`src/rtl/sync_arbiter_if.sv`:
```
// AXI address/response handshake bundle between the sync arbiter and the board memory.
// The write/read data and strobe buses travel outside this bundle.
interface sync_arbiter_if #(
    parameter int AXI_ADDR_WIDTH = 16,
    parameter int AXI_ID_WIDTH   = 8
);
    logic [AXI_ID_WIDTH-1:0]   awid;
    logic [AXI_ADDR_WIDTH-1:0] awaddr;
    logic [7:0]                awlen;
    logic                      awvalid;
    logic                      awready;

    logic                      wvalid;
    logic                      wready;
    logic                      wlast;

    logic [AXI_ID_WIDTH-1:0]   bid;
    logic [1:0]                bresp;
    logic                      bvalid;
    logic                      bready;

    logic [AXI_ID_WIDTH-1:0]   arid;
    logic [AXI_ADDR_WIDTH-1:0] araddr;
    logic [7:0]                arlen;
    logic                      arvalid;
    logic                      arready;

    logic [AXI_ID_WIDTH-1:0]   rid;
    logic [1:0]                rresp;
    logic                      rlast;
    logic                      rvalid;
    logic                      rready;

    modport master (
        output awid, awaddr, awlen, awvalid,
        input  awready,
        output wvalid, wlast,
        input  wready,
        input  bid, bresp, bvalid,
        output bready,
        output arid, araddr, arlen, arvalid,
        input  arready,
        input  rid, rresp, rlast, rvalid,
        output rready
    );

    modport slave (
        input  awid, awaddr, awlen, awvalid,
        output awready,
        input  wvalid, wlast,
        output wready,
        output bid, bresp, bvalid,
        input  bready,
        input  arid, araddr, arlen, arvalid,
        output arready,
        output rid, rresp, rlast, rvalid,
        input  rready
    );
endinterface

```
`src/rtl/sync_arbiter.sv`:
```
// Round-robin arbiter that serialises per-bank cache sync requests into single AXI
// burst transfers (writeback = AXI write, fill = AXI read), one transfer at a time.
module sync_arbiter #(
    parameter int BANKS          = 16,
    parameter int CHWIDTH        = 6,
    parameter int BEATS          = 8,
    parameter int AXI_DATA_WIDTH = 32,
    parameter int AXI_ADDR_WIDTH = 16,
    parameter int AXI_ID_WIDTH   = 8
) (
    input  logic                       clk,
    input  logic                       reset_n,
    input  logic [BANKS-1:0]           req,
    input  logic [BANKS-1:0]           dir,
    input  logic [BANKS*CHWIDTH-1:0]   crow,
    output logic [BANKS-1:0]           gnt,
    output logic [BANKS-1:0]           done,
    output logic                       err,
    output logic                       busy,
    sync_arbiter_if.master             axi
);

    localparam int IDX_W      = (BANKS > 1) ? $clog2(BANKS) : 1;
    localparam int CNT_W      = $clog2(BEATS) + 1;
    localparam int XFER_BYTES = BEATS * (AXI_DATA_WIDTH / 8);

    localparam logic [CNT_W-1:0]          LAST_BEAT = CNT_W'(BEATS - 1);
    localparam logic [7:0]                AXLEN     = 8'(BEATS - 1);
    localparam logic [IDX_W:0]            BANKS_W   = (IDX_W+1)'(BANKS);
    localparam logic [AXI_ADDR_WIDTH-1:0] XFER_SZ   = AXI_ADDR_WIDTH'(XFER_BYTES);

    typedef enum logic [2:0] {
        S_IDLE = 3'd0,
        S_AW   = 3'd1,
        S_W    = 3'd2,
        S_B    = 3'd3,
        S_AR   = 3'd4,
        S_R    = 3'd5,
        S_DONE = 3'd6
    } state_t;

    state_t                    r_state;
    state_t                    w_state_next;
    logic [IDX_W-1:0]          r_ptr;
    logic [IDX_W-1:0]          r_idx;
    logic [BANKS-1:0]          r_gnt;
    logic [AXI_ADDR_WIDTH-1:0] r_addr;
    logic [CNT_W-1:0]          r_beat;
    logic                      r_err;

    // Rotated request view: candidate gi is bank (ptr + gi) mod BANKS.
    logic [IDX_W-1:0] w_cand_idx [BANKS];
    logic [BANKS-1:0] w_cand_hit;

    genvar gi;
    generate
        for (gi = 0; gi < BANKS; gi++) begin : g_cand
            logic [IDX_W:0] w_sum;
            assign w_sum = {1'b0, r_ptr} + (IDX_W+1)'(gi);
            assign w_cand_idx[gi] = (w_sum >= BANKS_W) ? IDX_W'(w_sum - BANKS_W)
                                                       : w_sum[IDX_W-1:0];
            assign w_cand_hit[gi] = req[w_cand_idx[gi]];
        end
    endgenerate

    logic                      w_found;
    logic [IDX_W-1:0]          w_sel;
    logic [IDX_W-1:0]          w_ptr_next;
    logic [CHWIDTH-1:0]        w_sel_crow;
    logic [AXI_ADDR_WIDTH-1:0] w_sel_row;
    logic [AXI_ADDR_WIDTH-1:0] w_sel_addr;
    logic                      w_beat_last;

    always_comb begin
        w_found = 1'b0;
        w_sel   = '0;
        for (int i = BANKS - 1; i >= 0; i--) begin
            if (w_cand_hit[i]) begin
                w_found = 1'b1;
                w_sel   = w_cand_idx[i];
            end
        end
    end

    assign w_ptr_next  = (w_sel == IDX_W'(BANKS - 1)) ? '0 : w_sel + 1'b1;
    assign w_sel_crow  = crow[w_sel*CHWIDTH +: CHWIDTH];
    // Truncating each operand to the address width first gives the same low bits as the full product.
    assign w_sel_row   = (AXI_ADDR_WIDTH'(w_sel) << CHWIDTH) + AXI_ADDR_WIDTH'(w_sel_crow);
    assign w_sel_addr  = w_sel_row * XFER_SZ;
    assign w_beat_last = (r_beat == LAST_BEAT);

    // State register and transfer context.
    always_ff @(posedge clk or negedge reset_n) begin
        if (!reset_n) begin
            r_state <= S_IDLE;
            r_ptr   <= '0;
            r_idx   <= '0;
            r_gnt   <= '0;
            r_addr  <= '0;
            r_beat  <= '0;
            r_err   <= 1'b0;
        end else begin
            r_state <= w_state_next;
            case (r_state)
                S_IDLE: begin
                    if (w_found) begin
                        r_gnt  <= BANKS'(1) << w_sel;
                        r_idx  <= w_sel;
                        r_ptr  <= w_ptr_next;
                        r_addr <= w_sel_addr;
                        r_beat <= '0;
                        r_err  <= 1'b0;
                    end
                end
                S_W: begin
                    if (axi.wready) begin
                        r_beat <= w_beat_last ? '0 : r_beat + 1'b1;
                    end
                end
                S_B: begin
                    if (axi.bvalid && ((axi.bresp != 2'b00) ||
                                       (axi.bid != AXI_ID_WIDTH'(r_idx)))) begin
                        r_err <= 1'b1;
                    end
                end
                S_R: begin
                    if (axi.rvalid) begin
                        r_beat <= w_beat_last ? '0 : r_beat + 1'b1;
                        // rlast must coincide exactly with the final counted beat.
                        if ((axi.rresp != 2'b00) ||
                            (axi.rid != AXI_ID_WIDTH'(r_idx)) ||
                            (axi.rlast != w_beat_last)) begin
                            r_err <= 1'b1;
                        end
                    end
                end
                S_DONE: begin
                    r_gnt <= '0;
                    r_err <= 1'b0;
                end
                default: ;
            endcase
        end
    end

    // Next-state logic.
    always_comb begin
        w_state_next = r_state;
        case (r_state)
            S_IDLE: if (w_found)                     w_state_next = dir[w_sel] ? S_AW : S_AR;
            S_AW:   if (axi.awready)                 w_state_next = S_W;
            S_W:    if (axi.wready && w_beat_last)   w_state_next = S_B;
            S_B:    if (axi.bvalid)                  w_state_next = S_DONE;
            S_AR:   if (axi.arready)                 w_state_next = S_R;
            S_R:    if (axi.rvalid && w_beat_last)   w_state_next = S_DONE;
            S_DONE:                                  w_state_next = S_IDLE;
            default:                                 w_state_next = S_IDLE;
        endcase
    end

    // Outputs decoded from state; address/id/len fields are only driven while their channel is valid.
    always_comb begin
        axi.awid    = '0;
        axi.awaddr  = '0;
        axi.awlen   = '0;
        axi.awvalid = 1'b0;
        axi.wvalid  = 1'b0;
        axi.wlast   = 1'b0;
        axi.bready  = 1'b0;
        axi.arid    = '0;
        axi.araddr  = '0;
        axi.arlen   = '0;
        axi.arvalid = 1'b0;
        axi.rready  = 1'b0;
        done        = '0;
        err         = 1'b0;
        case (r_state)
            S_AW: begin
                axi.awvalid = 1'b1;
                axi.awaddr  = r_addr;
                axi.awlen   = AXLEN;
                axi.awid    = AXI_ID_WIDTH'(r_idx);
            end
            S_W: begin
                axi.wvalid = 1'b1;
                axi.wlast  = w_beat_last;
            end
            S_B:  axi.bready = 1'b1;
            S_AR: begin
                axi.arvalid = 1'b1;
                axi.araddr  = r_addr;
                axi.arlen   = AXLEN;
                axi.arid    = AXI_ID_WIDTH'(r_idx);
            end
            S_R:  axi.rready = 1'b1;
            S_DONE: begin
                done = r_gnt;
                err  = r_err;
            end
            default: ;
        endcase
    end

    assign gnt  = r_gnt;
    assign busy = (r_state != S_IDLE);

endmodule

```
`src/flat_wrapper.sv`:
```
// flat-port wrapper written by rule: the top's interface ports become plain ports
module sync_arbiter_flat 
#(
    parameter int BANKS          = 16,
    parameter int CHWIDTH        = 6,
    parameter int BEATS          = 8,
    parameter int AXI_DATA_WIDTH = 32,
    parameter int AXI_ADDR_WIDTH = 16,
    parameter int AXI_ID_WIDTH   = 8
)
  (clk, reset_n, req, dir, crow, gnt, done, err, busy, axi_awid, axi_awaddr, axi_awlen, axi_awvalid, axi_awready, axi_wvalid, axi_wlast, axi_wready, axi_bid, axi_bresp, axi_bvalid, axi_bready, axi_arid, axi_araddr, axi_arlen, axi_arvalid, axi_arready, axi_rid, axi_rresp, axi_rlast, axi_rvalid, axi_rready);
  sync_arbiter_if #(.AXI_ADDR_WIDTH(AXI_ADDR_WIDTH), .AXI_ID_WIDTH(AXI_ID_WIDTH)) axi_i ();
  input  logic clk;
  input  logic reset_n;
  input  logic [BANKS-1:0] req;
  input  logic [BANKS-1:0] dir;
  input  logic [BANKS*CHWIDTH-1:0] crow;
  output logic [BANKS-1:0] gnt;
  output logic [BANKS-1:0] done;
  output logic err;
  output logic busy;
  output wire logic [$bits(axi_i.awid)-1:0] axi_awid;
  output wire logic [$bits(axi_i.awaddr)-1:0] axi_awaddr;
  output wire logic [$bits(axi_i.awlen)-1:0] axi_awlen;
  output wire logic [$bits(axi_i.awvalid)-1:0] axi_awvalid;
  input wire logic [$bits(axi_i.awready)-1:0] axi_awready;
  output wire logic [$bits(axi_i.wvalid)-1:0] axi_wvalid;
  output wire logic [$bits(axi_i.wlast)-1:0] axi_wlast;
  input wire logic [$bits(axi_i.wready)-1:0] axi_wready;
  input wire logic [$bits(axi_i.bid)-1:0] axi_bid;
  input wire logic [$bits(axi_i.bresp)-1:0] axi_bresp;
  input wire logic [$bits(axi_i.bvalid)-1:0] axi_bvalid;
  output wire logic [$bits(axi_i.bready)-1:0] axi_bready;
  output wire logic [$bits(axi_i.arid)-1:0] axi_arid;
  output wire logic [$bits(axi_i.araddr)-1:0] axi_araddr;
  output wire logic [$bits(axi_i.arlen)-1:0] axi_arlen;
  output wire logic [$bits(axi_i.arvalid)-1:0] axi_arvalid;
  input wire logic [$bits(axi_i.arready)-1:0] axi_arready;
  input wire logic [$bits(axi_i.rid)-1:0] axi_rid;
  input wire logic [$bits(axi_i.rresp)-1:0] axi_rresp;
  input wire logic [$bits(axi_i.rlast)-1:0] axi_rlast;
  input wire logic [$bits(axi_i.rvalid)-1:0] axi_rvalid;
  output wire logic [$bits(axi_i.rready)-1:0] axi_rready;
  assign axi_awid = axi_i.awid;
  assign axi_awaddr = axi_i.awaddr;
  assign axi_awlen = axi_i.awlen;
  assign axi_awvalid = axi_i.awvalid;
  assign axi_i.awready = axi_awready;
  assign axi_wvalid = axi_i.wvalid;
  assign axi_wlast = axi_i.wlast;
  assign axi_i.wready = axi_wready;
  assign axi_i.bid = axi_bid;
  assign axi_i.bresp = axi_bresp;
  assign axi_i.bvalid = axi_bvalid;
  assign axi_bready = axi_i.bready;
  assign axi_arid = axi_i.arid;
  assign axi_araddr = axi_i.araddr;
  assign axi_arlen = axi_i.arlen;
  assign axi_arvalid = axi_i.arvalid;
  assign axi_i.arready = axi_arready;
  assign axi_i.rid = axi_rid;
  assign axi_i.rresp = axi_rresp;
  assign axi_i.rlast = axi_rlast;
  assign axi_i.rvalid = axi_rvalid;
  assign axi_rready = axi_i.rready;
  sync_arbiter #(.BANKS(BANKS), .CHWIDTH(CHWIDTH), .BEATS(BEATS), .AXI_DATA_WIDTH(AXI_DATA_WIDTH), .AXI_ADDR_WIDTH(AXI_ADDR_WIDTH), .AXI_ID_WIDTH(AXI_ID_WIDTH)) u_core (.clk(clk), .reset_n(reset_n), .req(req), .dir(dir), .crow(crow), .gnt(gnt), .done(done), .err(err), .busy(busy), .axi(axi_i));
endmodule
```
`config.mk`:
```
export PLATFORM = sky130hd
export DESIGN_NAME = sync_arbiter_flat
export DESIGN_NICKNAME = d
export VERILOG_FILES = /design/src/rtl/sync_arbiter_if.sv /design/src/rtl/sync_arbiter.sv /design/src/flat_wrapper.sv
export SDC_FILE = /design/constraint.sdc
export NUM_CORES = 1
export LEC_CHECK = 0
export ABC_AREA = 1
export BUFFER_PORTS_ARGS = -buffer_cell sky130_fd_sc_hd__buf_2
export CAP_MARGIN = 5
export CORE_ASPECT_RATIO = 1.25
export CORE_MARGIN = 2
export CORE_UTILIZATION = 35
export CTS_CLUSTER_DIAMETER = 30
export DETAILED_ROUTE_END_ITERATION = 8
export GPL_TIMING_DRIVEN = 0
export SYNTH_ARGS = -nofsm -noshare
export SYNTH_HDL_FRONTEND = slang
export SYNTH_SLANG_ARGS = --single-unit
export TNS_END_PERCENT = 50
```
`constraint.sdc`:
```
create_clock -name clk -period 8.15 [get_ports clk]
set_input_delay 1.2225 -clock clk [delete_from_list [all_inputs] [get_ports clk]]
set_output_delay 1.2225 -clock clk [all_outputs]
set_load 0.03 [all_outputs]
```
======== After elaboration in Yosys (flattened, before gate mapping) ========
Index checks and enable logic that the tools add are counted.
cells by class
  add/subtract/negate cells ............... 34
  $mul .................................... 1
  divide/modulo/power cells ............... 0
  $lt $le $gt $ge ......................... 33
  equality and inequality tests ........... 21
  shift-type cells ........................ 2
  mux-type cells .......................... 117
  bitwise operators ....................... 0
  reduce and logical (&&, ||, !) cells .... 18
operators by type and width
  kind                                                        count
  two-way mux 4 bit                                           39
  indexed part select 96 x 8 -> 6 bit                         1
  less-than comparator 4 x 5 -> 1 bit, second input constant  17
  greater-or-equal comparator 5 bit, second input constant    15
  binary-select mux 1 bit (select 4 bit)                      17
  two-way mux 16 bit                                          4
  subtractor 4 x 1 -> 4 bit, second input constant            16
  two-way mux 1 bit                                           44
  adder 4 x 4 -> 5 bit, second input constant                 8
  one-hot mux 16 bit (2 select lines)                         1
  two-way mux 3 bit                                           9
  adder 4 x 3 -> 5 bit, second input constant                 4
  one-hot mux 3 bit (6 select lines)                          1
  inequality test 8 x 4 -> 1 bit                              2
  << shifter 1 x 4 -> 16 bit, first input constant            1
  one-hot mux 4 bit (3 select lines)                          1
  adder 10 x 6 -> 11 bit                                      1
  adder 4 x 2 -> 5 bit, second input constant                 2
  inequality test 2 x 1 -> 1 bit, second input constant       5
  inequality test 2 bit, second input constant                5
  == test 3 bit, second input constant                        3
  adder 4 x 1 -> 4 bit, second input constant                 2
  == test 3 x 2 -> 1 bit, second input constant               2
  multiplier 4 x 2 -> 6 bit, second input constant            1
  17 further kinds                                            25
word-level totals
  bits in registers ....................... 43
  bits in latches ......................... 0
  bits in writable memories ............... 0
  ROM bits ................................ 0
  bits of input ports ..................... 156
  output and inout port bits .............. 104
  word-level logic and storage cells ...... 233
  memories kept ........................... 0

======== Longest topological paths before layout ========
  depth after elaboration ................. 26
  mapped depth ............................ 37
  gate-level depth less buffers ........... 35

======== Worst setup path after synthesis ========
No wires, ideal clock.
  kind .................................... input-to-reg
  start ................................... input port req[14]
  end ..................................... register u_core.r_ptr[2]
  setup time .............................. 129 ps
  arrival ................................. 3405 ps
  required time ........................... 8021 ps
  path slack .............................. 4616 ps
  stages .................................. 26
  path buffers ............................ 2
  cells stage by stage .................... nand2_1 -> nand3_1 -> nand2_1 -> nand2_1 -> o21ai_1 -> or2_1 -> nand2_2 -> inv_2 -> nand2_1 -> nand2_1 -> nand2_1 -> nand2_1 -> nand2_1 -> nand2_1 -> nand2_1 -> nand2_1 -> nand2_1 -> nand2_1 -> nand2_4 -> nand2_4 -> buf_6 -> buf_6 -> ha_1 -> ha_1 -> nand3_1 -> o21ai_1
on the way
  cells in the longest elaborated chain, start to end .. 20
  elaborated cells between the ends (all ways) .. 68
  those cells by class .................... add/sub: 1; eq/ne: 1; mux: 65; reduce/logical: 1
RTL lines
  what                                                          line                 text
  start: declaration                                            flat_wrapper.sv:15   input logic [BANKS-1:0] req;
  binary-select mux 1 bit (select 4 bit)                        sync_arbiter.sv:62   assign w_cand_hit[gi] = req[w_cand_idx[gi]];
  two-way mux 1 bit (implied by the code)                       sync_arbiter.sv:62
  two-way mux 4 bit (15 in series)                              sync_arbiter.sv:78   if (w_cand_hit[i]) begin
  two-way mux 4 bit (*)                                         sync_arbiter.sv:78
  named net u_core.w_sel[0]                                     sync_arbiter.sv:67   logic [IDX_W-1:0] w_sel;
  adder 4 x 1 -> 4 bit / == test 4 bit (equally long branches)  sync_arbiter.sv:85   assign w_ptr_next = (w_sel == IDX_W'(BANKS - 1)) ? '0 : w_sel + 1'b1;
  two-way mux 4 bit (*)                                         sync_arbiter.sv:85
  end signal: assignment                                        sync_arbiter.sv:109  r_ptr <= w_ptr_next;
  end: declaration                                              sync_arbiter.sv:44   logic [IDX_W-1:0] r_ptr;
Mark *: on every way through the listed nets, which the timed path passes. The rest lies on a longest branch. The select of a mux whose other input is x is not followed.
A chain may end at the register's enable or synchronous reset.

======== Final worst setup path ========
  start ................................... register u_core.r_ptr[1]
  end ..................................... register u_core.r_ptr[2]
on the way
  cells in the longest elaborated chain, start to end .. 23
  elaborated cells between the ends (all ways) .. 131
  those cells by class .................... add/sub: 32; order compare: 16; eq/ne: 1; mux: 81; reduce/logical: 1
RTL lines
  what                                                                                   line                text
  adder 4 x 4 -> 5 bit                                                                   sync_arbiter.sv:59  assign w_sum = {1'b0, r_ptr} + (IDX_W+1)'(gi);
  subtractor 4 x 1 -> 4 bit / greater-or-equal comparator 5 bit (equally long branches)  sync_arbiter.sv:60  assign w_cand_idx[gi] = (w_sum >= BANKS_W) ? IDX_W'(w_sum - BANKS_W)
  two-way mux 4 bit                                                                      sync_arbiter.sv:60
  binary-select mux 1 bit (select 4 bit)                                                 sync_arbiter.sv:62
  two-way mux 1 bit (implied by the code)                                                sync_arbiter.sv:62
  two-way mux 4 bit (15 in series)                                                       sync_arbiter.sv:78
  two-way mux 4 bit (*)                                                                  sync_arbiter.sv:78
  named net u_core.w_sel[1]                                                              sync_arbiter.sv:67
  adder 4 x 1 -> 4 bit / == test 4 bit (equally long branches)                           sync_arbiter.sv:85
  two-way mux 4 bit (*)                                                                  sync_arbiter.sv:85
Marks and branches as above.

==> results.yml <==
outcome:
  outcome: "finished, final reports clean"
worst_setup_path:
  crit_family: "buffers and inverters"
  start_kind: "flop"
  slowest_stage: "dfrtp_1"
  critical_path_buf_inv_count: 7
  max_stage_delay_ns: 0.49
  cp_data_required_time_ns: 8.30
  rrSetupSlack_ns: 3.68
  critical_path_class: "flop to flop"
  r2r-end: "u_core.r_ptr[2]"
  crit_fanout: 13
  crit_top_cell: "nand2_1"
  worstRegToRegCells: 31
  worstPathArrival_ns: 4.62
  worst_setup_path_end_kind: "flop"
  r2r_start: "u_core.r_ptr[1]"
detailed_routing:
  wl_mm: 19.8
  first_pass_iters: 5
  drtIter0Drc: 346
  wire_per_inst_um: 14.3
  num_vias: 6628
  vias_per_cell: 4.79
  antenna_left: 0
  drc_errors: 0
logic_synthesis:
  ys_seq_elements: 38
  syn_avg_cell_area_um2: 5.65
  synth_mux_area_share_pct: 0
  ys_seq_area_share_pct: 18.0
  synthAdderAreaFrac_pct: 3.32
  synthArstFlopShare_pct: 100
  syn_inst: 935
  synth_edf_count: 0
  synth_top_family_by_area: "simple AND/OR/NAND/NOR gates"
  synth_warnings: 0
  synthDistinctLibCells: 42
  synth_compound_area_share_pct: 9.19
  synthXorXnorAreaFrac_pct: 1.94
  synth_simple_gate_area_share_pct: 49.8
  mappedNetlistArea_um2: 5280
  synth-main-ff-cell: "dfrtp_1"
placement:
  io_buffers: 229
  pre_cts_slack_ns: 3.72
  gp_congestion: 0.934
  dpl.hpwl_mm: 16.2
  placed_cell_area_um2: 6760
die:
  start_util_pct: 35.5
  die_w_um: 114
  dieArea_um2: 16100
  core.rowCount: 50
  io_pins: 260
  dieHeight_um: 141
  coreArea_um2: 14900
timing:
  post-route-min-period_ns: 4.47
  final-setup-viol-count: 0
  setup_tns_ns: 0
  rsz0062_at_grt: "no"
  period_share_pct: 54.8
  finalHoldViolations: 0
  finClkSkew_ns: 0.0101
  setup_slack_ns: 3.68
  tightest_slew_ns: 0.860
  slew_viol_final: 0
  relSlewSlack_pct: 42.7
  fmax_ghz: 0.224
global_route:
  grt_pass1_wl_mm: 31.0
  track_usage_pct: 24.0
  gr-total-overflow: 0
  antenna_found_initial: 0
  grt_pass1_vias: 6206
  grt_max_degree: 39
cts:
  cts-resized-gates: 0
  cts_buffers: 5
  cts.sinks: 38
  postCtsSetupBuffers: 0
  h-tree-depth: 2
  root_buffer: "clkbuf_16"
  cts.path.max_buffers: 2
  clk_pin_slew_ns: 0.06
  hold_buffers: 0
  clock_latency_ns: 0.28
  cts_tree: "done"
layout:
  area_delta_synth_final_pct: 31.7
  fin_area_um2: 6960
  fin_util_pct: 46.7
  num_antenna_cells: 0
  drive_gt1_share_pct: 29.6
  layout.nets: 1370
worst_hold_path:
  min_to: "u_core.r_idx[1]"
  hp-start: "u_core.r_idx[1]"
  min_path_type: "flop to flop"
  holdPathStages: 2
job:
  maxCapViolations: 0
-- sequential cells by signal, indices dropped and copies added (netlist names) --
name / cells
u_core.r_ptr: 4
u_core.r_idx: 4
u_core.r_err: 1
u_core.r_state: 3
u_core.r_addr: 6
u_core.r_beat: 4
u_core.gnt: 16
-- worst reg2reg max path: cells and delay by family, from the launching register on --
kind	cells	cell delay, ns
buffers and inverters	7	1.42
AND/OR/NAND/NOR	19	1.40
adder cells (fa/ha/maj)	3	0.80
flip-flops	1	0.49
AO/OA/AOI/OAI	2	0.23
-- synthesized netlist by cell type (3+ instances only) --
master	count	area (um^2)
or2_2	6	37.5
inv_1	78	293
nor4_1	6	37.5
buf_4	54	405
nand3_1	170	851
nand4_1	3	18.8
inv_2	18	67.6
o21ai_0	12	60.1
clkbuf_1	3	11.3
o21ai_1	7	35.0
a21oi_1	36	180
buf_2	16	80.1
nand2_2	7	43.8
o211ai_1	6	45.0
buf_6	6	67.6
xor2_1	4	35.0
xnor2_1	4	35.0
ha_1	14	175
nor3_1	3	15.0
nor2_1	67	251
o22ai_1	17	106
dfrtp_1	38	951
nand2_1	333	1250
nand3b_1	4	30.0
-- area by class of cell --
class | instances | area, um^2
Tap cell | 182 | 228
Inverter | 98 | 368
Fill cell | 1697 | 7930
Clock buffer | 5 | 125
Timing Repair Buffer | 229 | 1150
Multi-Input combinational cell | 748 | 3500
Clock inverter | 3 | 68.8
Sequential cell | 38 | 951
Buffer | 80 | 568
-- kinds of logic after synthesis --
kind of cell / count (synthesis)
and+or+nand+nor: 609
buffers and inverters: 178
AOI/OAI and AO/OA: 85
DFF: 38
adders and majority gates: 14
xor gates and xnor gates: 10
other: 1
-- through the flow --
stage	hold WS [ns]	cells
3_3_place_gp	0.468	1375
3_5_place_dp	0.478	1375
2_1_floorplan	0.453	964
5_1_grt	0.536	1383
6_report	0.496	1383
4_1_cts	0.492	1383
-- placed cells by master, fill, tap and decap left out, drive strengths merged, types with 2 or more instances in the layout --
cell / count
nor4: 6
dfrtp: 38
conb: 30
o22ai: 17
ha: 14
nor3: 5
nand3b: 4
clkbuf: 8
xor2: 6
nand2: 342
nand3: 170
inv: 96
o21a: 2
xnor2: 4
clkinv: 3
o21ai: 20
or2: 7
bufinv: 2
nand4: 3
o211ai: 6
nor2: 69
a21oi: 38
buf: 306
-- routing by layer --
layer	share of wire (%)	wire length, um	global-route usage (%)
met5	0	0	0
met4	1.9	386	5.71
met1	40	7960	28.8
met2	53	10500	45.5
met3	4.9	962	2.48
-- how the worst max path moves through the flow --
| stage | start | to | slack [ns] | cells past startpoint |
|---|---|---|---|---|
| 3_3_place_gp | u_core.r_ptr[1] | u_core.r_ptr[2] | 3.71 | 31 |
| 4_1_cts | u_core.r_ptr[1] | u_core.gnt[15] | 3.72 | 31 |
| 6_report | u_core.r_ptr[1] | u_core.r_ptr[2] | 3.68 | 31 |
| 5_1_grt | u_core.r_ptr[1] | u_core.r_ptr[2] | 3.34 | 31 |
| 2_1_floorplan | req[14] | u_core.r_ptr[2] | 4.62 | 26 |
| 3_5_place_dp | u_core.r_ptr[1] | u_core.gnt[15] | 3.72 | 31 |
Power is not shown: default switching activity piles up to over one toggle a cycle in this logic, so the estimate is an artifact.
